### src/rtl/uart_bridge_pkg.sv
// Shared definitions for the UART-to-register-bus bridge: ASCII constants,
// FSM/reply encodings and hex conversion helpers.
package uart_bridge_pkg;

  localparam logic [7:0] CH_CR = 8'h0D;
  localparam logic [7:0] CH_LF = 8'h0A;
  localparam logic [7:0] CH_W  = 8'h57;
  localparam logic [7:0] CH_R  = 8'h52;
  localparam logic [7:0] CH_O  = 8'h4F;
  localparam logic [7:0] CH_K  = 8'h4B;
  localparam logic [7:0] CH_E  = 8'h45;

  typedef enum logic [3:0] {
    ST_IDLE,
    ST_ADDR,
    ST_DATA,
    ST_EOL,
    ST_DISCARD,
    ST_BUS_WR,
    ST_BUS_RD,
    ST_RD_WAIT,
    ST_REPLY
  } state_t;

  typedef enum logic [1:0] {
    RPL_OK,
    RPL_ER,
    RPL_DATA
  } reply_t;

  typedef struct packed {
    logic       valid;
    logic [3:0] nib;
  } hex_nib_t;

  // Case-insensitive ASCII hex digit to nibble; valid=0 for any other byte.
  function automatic hex_nib_t hex_to_nib(input logic [7:0] c);
    hex_nib_t   r;
    logic [7:0] lc;
    lc      = c | 8'h20;
    r.valid = 1'b1;
    r.nib   = 4'h0;
    if (c >= 8'h30 && c <= 8'h39)        r.nib = c[3:0];
    else if (lc >= 8'h61 && lc <= 8'h66) r.nib = c[3:0] + 4'd9;
    else                                 r.valid = 1'b0;
    return r;
  endfunction

  function automatic logic [7:0] nib_to_hex(input logic [3:0] n);
    return (n < 4'd10) ? (8'h30 + {4'h0, n}) : (8'h37 + {4'h0, n});
  endfunction

endpackage

### src/rtl/uart_bridge_tx_seq.sv
// Reply sequencer: builds the ASCII reply into a small buffer and paces it
// into the UART TX FIFO with one idle cycle after every enqueue strobe.
module uart_bridge_tx_seq
  import uart_bridge_pkg::*;
#(
  parameter int DATA_W = 8
) (
  input  logic              clk,
  input  logic              rst,
  input  logic              load,
  input  reply_t            kind,
  input  logic [DATA_W-1:0] rdata,
  input  logic              tx_fifo_full,
  output logic              tx_start,
  output logic [7:0]        tx_data,
  output logic              done
);

  localparam int ND      = DATA_W / 4;
  localparam int BUF_LEN = (ND + 2 > 4) ? ND + 2 : 4;
  localparam int IDX_W   = $clog2(BUF_LEN + 1);
  localparam int DEPTH   = 2 ** IDX_W;

  logic [7:0]       buf_q [DEPTH];
  logic [7:0]       buf_d [DEPTH];
  logic [IDX_W-1:0] len_q, len_d, idx_q;
  logic             busy_q, gap_q;

  always_comb begin
    // NOTE: every output of a combinational block gets a default first, so no path infers a latch.
    for (int i = 0; i < DEPTH; i++) buf_d[i] = 8'h00;
    len_d = IDX_W'(4);
    case (kind)
      RPL_OK: begin
        buf_d[0] = CH_O;  buf_d[1] = CH_K;
        buf_d[2] = CH_CR; buf_d[3] = CH_LF;
      end
      RPL_DATA: begin
        for (int i = 0; i < ND; i++) buf_d[i] = nib_to_hex(rdata[(ND-1-i)*4 +: 4]);
        buf_d[ND]   = CH_CR;
        buf_d[ND+1] = CH_LF;
        len_d       = IDX_W'(ND + 2);
      end
      default: begin
        buf_d[0] = CH_E;  buf_d[1] = CH_R;
        buf_d[2] = CH_CR; buf_d[3] = CH_LF;
      end
    endcase
  end

  // Gated directly by the live full flag; gap_q enforces the idle cycle after each strobe.
  assign tx_start = busy_q && !gap_q && (idx_q != len_q) && !tx_fifo_full;
  assign tx_data  = tx_start ? buf_q[idx_q] : 8'h00;
  assign done     = busy_q && !gap_q && (idx_q == len_q);

  // NOTE: sequential state is updated with non-blocking assignments only, so every flop samples pre-edge values.
  always_ff @(posedge clk or posedge rst) begin
    if (rst) begin
      busy_q <= 1'b0;
      gap_q  <= 1'b0;
      idx_q  <= '0;
      len_q  <= '0;
      // NOTE: the buffer is only a few bytes of flops, so it is reset like any other state rather than left as RAM.
      for (int i = 0; i < DEPTH; i++) buf_q[i] <= 8'h00;
    end else if (load) begin
      buf_q  <= buf_d;
      len_q  <= len_d;
      idx_q  <= '0;
      busy_q <= 1'b1;
      gap_q  <= 1'b0;
    end else if (busy_q) begin
      if (tx_start) begin
        idx_q <= idx_q + IDX_W'(1);
        gap_q <= 1'b1;
      end else begin
        gap_q <= 1'b0;
      end
      if (done) busy_q <= 1'b0;
    end
  end

endmodule

### src/rtl/uart_reg_bridge.sv
// ASCII command bridge: parses "W<addr><data>CR" / "R<addr>CR" hex commands from
// the UART RX side, runs one register-bus transaction and queues an ASCII reply.
module uart_reg_bridge
  import uart_bridge_pkg::*;
#(
  parameter int ADDR_W     = 8,
  parameter int DATA_W     = 8,
  parameter int RD_TIMEOUT = 255
) (
  input  logic              clk,
  input  logic              rst,
  input  logic              rx_ready,
  input  logic [7:0]        rx_byte,
  output logic              rx_read,
  output logic              tx_start,
  output logic [7:0]        tx_data,
  input  logic              tx_fifo_full,
  output logic [ADDR_W-1:0] bus_addr,
  output logic [DATA_W-1:0] bus_wdata,
  output logic              bus_we,
  output logic              bus_re,
  input  logic [DATA_W-1:0] bus_rdata,
  input  logic              bus_rvalid
);

  localparam int AD    = ADDR_W / 4;
  localparam int DD    = DATA_W / 4;
  localparam int CNT_W = $clog2(((AD > DD) ? AD : DD) + 1);
  localparam int TO_W  = $clog2(RD_TIMEOUT + 1);
  localparam logic [CNT_W-1:0] AD_LAST = CNT_W'(AD - 1);
  localparam logic [CNT_W-1:0] DD_LAST = CNT_W'(DD - 1);
  localparam logic [TO_W-1:0]  TO_LAST = TO_W'(RD_TIMEOUT - 1);

  state_t            state, nxt_state;
  logic              is_write;
  logic [CNT_W-1:0]  dig_cnt;
  logic [TO_W-1:0]   to_cnt;
  logic [ADDR_W-1:0] addr_sh;
  logic [DATA_W-1:0] data_sh;
  hex_nib_t          hx;
  logic              receiving, accept, is_cr, is_lf, is_w, is_r, last_digit;
  logic              reply_load, tx_done;
  reply_t            reply_kind;

  assign receiving  = state inside {ST_IDLE, ST_ADDR, ST_DATA, ST_EOL, ST_DISCARD};
  assign accept     = rx_ready && !rx_read && receiving;
  assign hx         = hex_to_nib(rx_byte);
  assign is_cr      = (rx_byte == CH_CR);
  assign is_lf      = (rx_byte == CH_LF);
  assign is_w       = ((rx_byte & 8'hDF) == CH_W);
  assign is_r       = ((rx_byte & 8'hDF) == CH_R);
  assign last_digit = (state == ST_ADDR) ? (dig_cnt == AD_LAST) : (dig_cnt == DD_LAST);

  always_ff @(posedge clk or posedge rst) begin
    if (rst) state <= ST_IDLE;
    else     state <= nxt_state;
  end

  always_comb begin
    nxt_state  = state;
    reply_load = 1'b0;
    reply_kind = RPL_ER;
    case (state)
      ST_IDLE:
        if (accept && !is_lf) begin
          if (is_w || is_r) nxt_state = ST_ADDR;
          else if (!is_cr)  nxt_state = ST_DISCARD;
        end
      ST_ADDR, ST_DATA:
        if (accept && !is_lf) begin
          if (hx.valid) begin
            if (last_digit) nxt_state = (state == ST_ADDR && is_write) ? ST_DATA : ST_EOL;
          end else if (is_cr) begin
            reply_load = 1'b1;
            nxt_state  = ST_REPLY;
          end else begin
            nxt_state = ST_DISCARD;
          end
        end
      ST_EOL:
        if (accept && !is_lf)
          nxt_state = !is_cr ? ST_DISCARD : (is_write ? ST_BUS_WR : ST_BUS_RD);
      ST_DISCARD:
        if (accept && is_cr) begin
          reply_load = 1'b1;
          nxt_state  = ST_REPLY;
        end
      ST_BUS_WR: begin
        reply_load = 1'b1;
        reply_kind = RPL_OK;
        nxt_state  = ST_REPLY;
      end
      ST_BUS_RD, ST_RD_WAIT:
        if (bus_rvalid) begin
          reply_load = 1'b1;
          reply_kind = RPL_DATA;
          nxt_state  = ST_REPLY;
        end else if (state == ST_RD_WAIT && to_cnt == TO_LAST) begin
          reply_load = 1'b1;
          nxt_state  = ST_REPLY;
        end else begin
          nxt_state = ST_RD_WAIT;
        end
      ST_REPLY:
        if (tx_done) nxt_state = ST_IDLE;
      default: nxt_state = ST_IDLE;
    endcase
  end

  always_comb begin
    bus_we = (state == ST_BUS_WR);
    bus_re = (state == ST_BUS_RD);
  end

  always_ff @(posedge clk or posedge rst) begin
    if (rst) begin
      rx_read   <= 1'b0;
      is_write  <= 1'b0;
      dig_cnt   <= '0;
      to_cnt    <= '0;
      addr_sh   <= '0;
      data_sh   <= '0;
      bus_addr  <= '0;
      bus_wdata <= '0;
    end else begin
      if (accept)         rx_read <= 1'b1;
      else if (!rx_ready) rx_read <= 1'b0;

      if (state == ST_IDLE) dig_cnt <= '0;
      if (accept && !is_lf) begin
        case (state)
          ST_IDLE: if (is_w || is_r) is_write <= is_w;
          ST_ADDR:
            if (hx.valid) begin
              addr_sh <= (addr_sh << 4) | ADDR_W'(hx.nib);
              dig_cnt <= last_digit ? '0 : dig_cnt + CNT_W'(1);
            end
          ST_DATA:
            if (hx.valid) begin
              data_sh <= (data_sh << 4) | DATA_W'(hx.nib);
              dig_cnt <= last_digit ? '0 : dig_cnt + CNT_W'(1);
            end
          // Bus outputs latch only on a complete command so they hold between commands.
          ST_EOL:
            if (is_cr) begin
              bus_addr <= addr_sh;
              if (is_write) bus_wdata <= data_sh;
            end
          default: ;
        endcase
      end

      if (state == ST_BUS_RD)       to_cnt <= '0;
      else if (state == ST_RD_WAIT) to_cnt <= to_cnt + TO_W'(1);
    end
  end

  uart_bridge_tx_seq #(.DATA_W(DATA_W)) u_tx_seq (
    .clk          (clk),
    .rst          (rst),
    .load         (reply_load),
    .kind         (reply_kind),
    .rdata        (bus_rdata),
    .tx_fifo_full (tx_fifo_full),
    .tx_start     (tx_start),
    .tx_data      (tx_data),
    .done         (tx_done)
  );

endmodule

### config.mk
export PLATFORM = sky130hd
export DESIGN_NAME = uart_reg_bridge
export DESIGN_NICKNAME = d
export VERILOG_FILES = /design/src/rtl/uart_bridge_pkg.sv /design/src/rtl/uart_bridge_tx_seq.sv /design/src/rtl/uart_reg_bridge.sv
export SDC_FILE = /design/constraint.sdc
export NUM_CORES = 1
export LEC_CHECK = 0
export BUFFER_PORTS_ARGS = -buffer_cell sky130_fd_sc_hd__buf_2
export CELL_PAD_IN_SITES_DETAIL_PLACEMENT = 1
export CELL_PAD_IN_SITES_GLOBAL_PLACEMENT = 1
export CORE_MARGIN = 2
export CORE_UTILIZATION = 50
export CTS_BUF_LIST = sky130_fd_sc_hd__clkbuf_4
export DETAILED_ROUTE_END_ITERATION = 16
export HOLD_SLACK_MARGIN = 0.06
export PLACE_DENSITY = 0.89
export SLEW_MARGIN = 30
export SYNTH_ARGS = -nofsm -noshare
export SYNTH_HDL_FRONTEND = slang
export SYNTH_SLANG_ARGS = --single-unit
### constraint.sdc
create_clock -name clk -period 3.9 [get_ports clk]
set_input_delay 0.78 -clock clk [delete_from_list [all_inputs] [get_ports clk]]
set_output_delay 0.78 -clock clk [all_outputs]
set_load 0.01 [all_outputs]
==> insert_results.sql, run 1 <==
INSERT INTO impl_metrics (metric_group, metric, value, unit) VALUES
('power', 'swShare', '30.15', '%'),
('floorplan', 'fp.dieW', '89.01', 'µm'),
('power', 'pwr-share-seq', '46.2', '%'),
('floorplan', 'core', '0.006907', 'mm²'),
('yosys', 'ys_dominant_reg_cell', 'sky130_fd_sc_hd__dfrtp_1', ''),
('drt', 'routed-via-count', '2784', ''),
('sta', 'fin_tns_setup', '0', 'ns'),
('placement', 'gp_routability_congestion', '0.8971', ''),
('drt', 'via_per_inst', '5.636', ''),
('floorplan', 'total_i_o_pin_count', '49', ''),
('setup_path', 'critPathLaunch', 'u_tx_seq.idx_q[0]', ''),
('sta', 'finalCritPeriodShare', '87.28', '%'),
('yosys', 'seq_area_frac_synth', '47.09', '%'),
('cts', 'post_cts_hold_buffer_count', '0', ''),
('finish', 'fin_cells', '494', ''),
('placement', 'post_dp_hpwl', '6281', 'µm'),
('finish', 'leading_cell_types_in_the_layout_fill_and_taps_excluded', 'sky130_fd_sc_hd__dfrtp_1, sky130_fd_sc_hd__buf_2, sky130_fd_sc_hd__nor2_1', ''),
('global_routing', 'grt_pass1_wl', '14280', 'µm'),
('power', 'cell_internal_pwr', '1.344', 'mW'),
('setup_path', 'worst_setup_path_end_kind', 'primary output', ''),
('drt', 'route.met3.wl', '182', 'µm'),
('setup_path', 'worst-path-max-fanout', '11', ''),
('yosys', 'yosys_warning_count', '0', ''),
('yosys', 'synth_async_sr_flop_share', '100.0', '%'),
('sta', 'slew_violations', '0', ''),
('yosys', 'post_synthesis_cell_type_count', '62', ''),
('setup_path', 'crit_path_start_kind', 'flop', ''),
('power', 'share_clk_of_total_power', '33.8', '%'),
('placement', 'placed_cells_incl_taps', '478', ''),
('drt', 'finalWirelength', '8595', 'µm'),
('drt', 'highest-signal-layer', 'met4', ''),
('sta', 'final_period_minus_worst_setup_slack', '3.404', 'ns'),
('drt', 'drc', '0', ''),
('finish', 'num_antenna_cells', '0', ''),
('floorplan', 'floorplan.die_area', '0.007923', 'mm²'),
('finish', 'layout.cells.most_common', 'sky130_fd_sc_hd__dfrtp_1', ''),
('power', 'share_of_total_power_in_combinational_logic', '20.0', '%'),
('cts', 'tritoncts', 'yes', ''),
('sta', 'timing.clock.skew', '0.01440', 'ns'),
('finish', 'area.growth.synth_to_final', '14.89', '%'),
('sta', 'tightest_slew', '0.7302', 'ns'),
('cts', 'post_cts.resized_instances', '0', ''),
('yosys', 'synthCells', '342', ''),
('global_routing', 'grt_pass1_vias', '2943', ''),
('drt', 'drt_pass1_iterations', '4', ''),
('cts', 'clock_tree.buffer_depth', '2', ''),
('floorplan', 'initial_core_util', '52.32', '%'),
('sta', 'rsz0062_at_grt', 'no', ''),
('drt', 'wl_met1', '3798', 'µm'),
('global_routing', 'overflow_after_grt', '0', ''),
('cts', 'post_cts.repair.setup_buffers', '0', ''),
('cts', 'clk_pin_slew_worst_paths', '0.12', 'ns'),
('yosys', 'synth_edf_count', '0', ''),
('cts', 'clkLatencyLatePin', '0.42', 'ns'),
('cts', 'cts-root-buf', 'sky130_fd_sc_hd__clkbuf_4', ''),
('placement', 'place_ws', '0.9732', 'ns'),
('drt', 'initialDrtViolationCount', '100', ''),
('setup_path', 'req_time_crit_path', '3.12', 'ns'),
('drt', 'met2_wire_len', '4400', 'µm'),
('drt', 'final_antenna_net_count', '0', ''),
('status', 'status', 'completed', ''),
('finish', 'final.fill_count', '789', ''),
('setup_path', 'crit-reg2reg-launch', 'state[1]', ''),
('drt', 'wire_per_inst', '17.40', 'µm'),
('yosys', 'synthesis.nets', '374', ''),
('worst_hold_path', 'holdCritPathClass', 'input port to asynchronous set/reset pin', ''),
('sta', 'report.final.hold_viol_count', '0', ''),
('global_routing', 'maximum_number_of_pins_on_one_net_before_global_route_repair', '60', ''),
('placement', 'io_buffers', '47', ''),
('floorplan', 'chipHeight', '89.01', 'µm'),
('floorplan', 'row_count', '30', '');
==> registers in the layout (all words and copies together) (netlist names), 2 cells and up <==
name            count
bus_addr            8
u_tx_seq.buf_q     15
to_cnt              8
addr_sh             8
u_tx_seq.idx_q      3
dig_cnt             2
state               4
bus_wdata           8
data_sh             8
==> layout make-up <==
type / instances / area (µm²) / share of cell area (%)
flip-flops and latches: 68 / 1702 / 40.99
repair buffers: 52 / 272.8 / 6.570
clock buffers: 9 / 67.56 / 1.627
inverters: 18 / 67.56 / 1.627
multi-input cells: 244 / 1783 / 42.95
well taps: 96 / 120.1 / 2.893
clock inverters: 7 / 138.9 / 3.345
==> cell usage after synthesis, drive strengths merged, types with 2 or more instances <==
cell type | n | area share, %
a211o | 2 | 0.48
and4b | 2 | 0.55
nand3 | 6 | 1.2
a2111oi | 4 | 1.3
inv | 18 | 1.9
a31oi | 2 | 0.35
o21ai | 13 | 1.8
nor2b | 5 | 0.87
mux2i | 6 | 1.7
or4b | 2 | 0.55
and2 | 3 | 0.52
nor2 | 33 | 3.5
nand2 | 25 | 2.6
xnor2 | 6 | 1.5
a211oi | 4 | 0.97
or2 | 4 | 0.69
nor3b | 2 | 0.42
a2bb2oi | 2 | 0.48
a22o | 6 | 1.5
and3 | 6 | 1.0
buf | 4 | 0.87
nand2b | 6 | 1.0
mux2 | 35 | 11
o21a | 2 | 0.42
dfrtp | 68 | 47
ha | 11 | 3.8
nor3 | 7 | 0.97
a21oi | 14 | 1.9
xor2 | 8 | 1.9
clkbuf | 8 | 0.83
nand4 | 6 | 1.5
nor4bb | 3 | 0.83
==> per-layer routing <==
| metal | global-route usage [%] | vias to the layer above |
|---|---|---|
| li1 | - | 1317 |
| met5 | 0 | - |
| met1 | 29.19 | 1404 |
| met3 | 3.970 | 21 |
| met2 | 40.71 | 42 |
| met4 | 10.31 | 0 |
==> power by group through the flow <==
stage	logic, mW	clock network, mW	registers, mW
final	0.384	0.650	0.889
after CTS	0.388	0.659	0.887
after detailed placement	0.377	0	0.896
after global routing	0.431	0.690	0.904
after floorplan	0.319	0	0.840
after global placement	0.353	0	0.892
==> final timing paths <==
path,depth (start not counted),endpoint,slack (ns)
max,7,tx_data[5],0.50
min,2,u_tx_seq.buf_q[61],0.25
max reg2reg,5,bus_wdata[3],1.39
min reg2reg,1,u_tx_seq.buf_q[62],0.50
max in group asynchronous,3,bus_wdata[2],2.66
min in group clk,1,u_tx_seq.buf_q[62],0.50
==> stage by stage <==
step	instance area [µm²]	hold slack, ns
2_1_floorplan	3613	0.4552
3_3_place_gp	3945	0.4683
3_5_place_dp	3945	0.4779
4_1_cts	4151	0.2545
5_1_grt	4151	0.2717
6_report	4151	0.2519
==> critical path: stages, from the launching register on <==
cell,delay (ns)
sky130_fd_sc_hd__dfrtp_1,0.65
sky130_fd_sc_hd__inv_1,0.14
sky130_fd_sc_hd__ha_1,0.27
sky130_fd_sc_hd__a2111oi_2,0.35
sky130_fd_sc_hd__buf_4,0.22
sky130_fd_sc_hd__nand2b_1,0.18
sky130_fd_sc_hd__nor3_1,0.23
sky130_fd_sc_hd__buf_2,0.16
==> logic make-up (layout without fill, tap and decap cells) <==
| family | Yosys count | after routing | synth area share (%) |
|---|---|---|---|
| xor gates and xnor gates | 14 | 14 | 3.393 |
| other | 1 | 1 | 0.1038 |
| buffers and inverters | 30 | 86 | 3.566 |
| DFF | 68 | 68 | 47.09 |
| muxes | 41 | 41 | 12.57 |
| AOI/OAI and AO/OA | 62 | 62 | 12.19 |
| adders and majority gates | 11 | 11 | 3.809 |
| and+or+nand+nor | 115 | 115 | 17.28 |
Note: power is estimated with default switching activity, not from simulation.
==> inputs of run 2 (changes only) <==
--- a/config.mk
+++ b/config.mk
@@ -12,6 +12,7 @@
 export CORE_UTILIZATION = 50
 export CTS_BUF_LIST = sky130_fd_sc_hd__clkbuf_4
 export DETAILED_ROUTE_END_ITERATION = 16
+export GPL_TIMING_DRIVEN = 0
 export HOLD_SLACK_MARGIN = 0.06
 export PLACE_DENSITY = 0.89
 export SLEW_MARGIN = 30
==> insert_results.sql, run 2 (synthesized netlist as in run 1, its figures left out) <==
INSERT INTO impl_metrics (metric_group, metric, value, unit) VALUES
('status', 'status', 'completed', ''),
('cts', 'post_cts.resized_instances', '0', ''),
('placement', 'io_buffers', '46', ''),
('worst_hold_path', 'holdCritPathClass', 'input port to asynchronous set/reset pin', ''),
('job', 'maxCapViolCount', '0', ''),
('cts', 'post_cts_hold_buffer_count', '0', ''),
('finish', 'area.growth.synth_to_final', '14.27', '%'),
('setup_path', 'worst_setup_path_end_kind', 'primary output', ''),
('global_routing', 'global_route.usage.total', '23.93', '%'),
('cts', 'clkLatencyLatePin', '0.42', 'ns'),
('setup_path', 'crit-reg2reg-launch', 'state[1]', ''),
('drt', 'via_per_inst', '5.614', ''),
('floorplan', 'total_i_o_pin_count', '49', ''),
('cts', 'post_cts.repair.setup_buffers', '0', ''),
('cts', 'clock_tree.buffer_depth', '2', ''),
('sta', 'report.final.hold_viol_count', '0', ''),
('finish', 'fin_nets', '432', ''),
('cts', 'tritoncts', 'yes', ''),
('power', 'maximum_ir_drop_on_the_vdd_rail', '0.3126', 'mV'),
('drt', 'finalWirelength', '8479', 'µm'),
('finish', 'leading_cell_types_in_the_layout_fill_and_taps_excluded', 'sky130_fd_sc_hd__dfrtp_1, sky130_fd_sc_hd__buf_2, sky130_fd_sc_hd__nor2_1', ''),
('setup_path', 'crit_path_start_kind', 'flop', ''),
('global_routing', 'overflow_after_grt', '0', ''),
('drt', 'initialDrtViolationCount', '126', ''),
('floorplan', 'core', '0.006907', 'mm²'),
('placement', 'gp_routability_congestion', '0.8360', ''),
('global_routing', 'grt_antenna_before_repair', '0', ''),
('finish', 'largest_register_ff_count', '15', ''),
('setup_path', 'worst-path-max-fanout', '8', ''),
('cts', 'tritoncts.num_buffers', '9', ''),
('floorplan', 'fp.dieW', '89.01', 'µm'),
('sta', 'worst_relative_slew_slack', '49.10', '%'),
('setup_path', 'worst-setup-path-type', 'flop to primary output', ''),
('finish', 'final_layout_size_suffix_gt1_share', '26.98', '%'),
('finish', 'finalCoreUtilization', '59.78', '%'),
('sta', 'slew_violations', '0', ''),
('cts', 'cts-root-buf', 'sky130_fd_sc_hd__clkbuf_4', ''),
('drt', 'final_antenna_net_count', '0', ''),
('drt', 'wire_per_inst', '16.96', 'µm'),
('power', 'power.static_leakage', '2.083', 'nW'),
('floorplan', 'chipHeight', '89.01', 'µm'),
('power', 'cellPowerDensity', '420.8', 'mW/mm²'),
('sta', 'final_period_minus_worst_setup_slack', '3.502', 'ns'),
('setup_path', 'worst_ep_arrival_time', '2.72', 'ns'),
('cts', 'sinks_on_the_clock_net', '68', ''),
('cts', 'clk_pin_slew_worst_paths', '0.12', 'ns'),
('floorplan', 'row_count', '30', ''),
('global_routing', 'maximum_number_of_pins_on_one_net_before_global_route_repair', '39', ''),
('floorplan', 'initial_core_util', '52.32', '%'),
('finish', 'layout.cells.most_common', 'sky130_fd_sc_hd__dfrtp_1', ''),
('setup_path', 'critical_path.reg2reg.endpoint', 'bus_wdata[2]', ''),
('global_routing', 'grt_pass1_vias', '2940', ''),
('drt', 'drc', '0', ''),
('floorplan', 'floorplan.die_area', '0.007923', 'mm²'),
('drt', 'routed-via-count', '2807', ''),
('sta', 'tightest_slew', '0.7620', 'ns'),
('cts', 'htree_levels', '3', ''),
('sta', 'finalCritPeriodShare', '89.79', '%'),
('setup_path', 'regToRegSetupSlack', '1.26', 'ns'),
('setup_path', 'worst_r2r_path_cells', '6', ''),
('placement', 'post_dp_hpwl', '6434', 'µm'),
('global_routing', 'grt_pass1_wl', '14520', 'µm'),
('sta', 'fin_tns_setup', '0', 'ns'),
('setup_path', 'req_time_crit_path', '3.12', 'ns'),
('finish', 'top_register', 'u_tx_seq.buf_q', ''),
('setup_path', 'critPathLaunch', 'u_tx_seq.idx_q[1]', ''),
('power', 'report.power.total', '1.738', 'mW'),
('finish', 'num_antenna_cells', '0', ''),
('sta', 'max_freq', '285.6', 'MHz'),
('sta', 'rsz0062_at_grt', 'no', ''),
('drt', 'drt_pass1_iterations', '4', ''),
('sta', 'setup_violations', '0', ''),
('sta', 'timing.clock.skew', '0.01575', 'ns');
run 2: stage by stage:
stage	instances	cell area [µm²]	hold WS [ns]	setup WS (ns)
detailed placement	485	3986	0.4766	0.5244
global route	500	4129	0.3566	0.02015
floorplan	342	3613	0.4552	0.7893
global placement	484	3964	0.4698	0.5517
CTS	500	4115	0.3585	0.03142
finish	500	4129	0.3550	0.3984
run 2: power by group:
group	leakage [nW]	internal (mW)	switching [mW]
sequential	0.916	0.788	0.0597
clock	0.0748	0.211	0.244
combinational	1.09	0.179	0.256
total	2.08	1.18	0.560
run 2: how the worst max path moves through the flow:
stage,to,slack [ns],cells past startpoint
floorplan,tx_data[4],0.79,6
global placement,tx_data[5],0.55,7
detailed placement,tx_data[4],0.52,7
CTS,tx_data[4],0.03,7
global route,tx_data[4],0.02,7
finish,tx_data[4],0.40,7
run 2: cell type report:
cell class	count	area, µm²
fillers	817	2778
multi-input cells	244	1795
flip-flops and latches	68	1702
repair buffers	47	250.2
well taps	96	120.1
clock buffers	12	90.09
inverters	18	70.07
plain buffers	12	62.56
clock inverters	3	38.79
run 2: worst max-delay path, cell delays in order, from the launching register on:
cell and delay, ns:
sky130_fd_sc_hd__dfrtp_1 0.36, sky130_fd_sc_hd__clkbuf_1 0.31, sky130_fd_sc_hd__inv_1 0.19, sky130_fd_sc_hd__ha_1 0.27, sky130_fd_sc_hd__a2111oi_4 0.49, sky130_fd_sc_hd__nand2b_1 0.28
sky130_fd_sc_hd__nor3_1 0.25, sky130_fd_sc_hd__buf_2 0.17
run 2: per-layer routing:
metal	routed length (µm)	vias up	part of all wire, %	GRT usage [%]
li1	-	1339	-	-
met5	0	-	0	0
met4	113	0	1.3	5.563
met3	316	11	3.7	7.110
met2	4420	52	52	41.59
met1	3629	1405	43	29.49
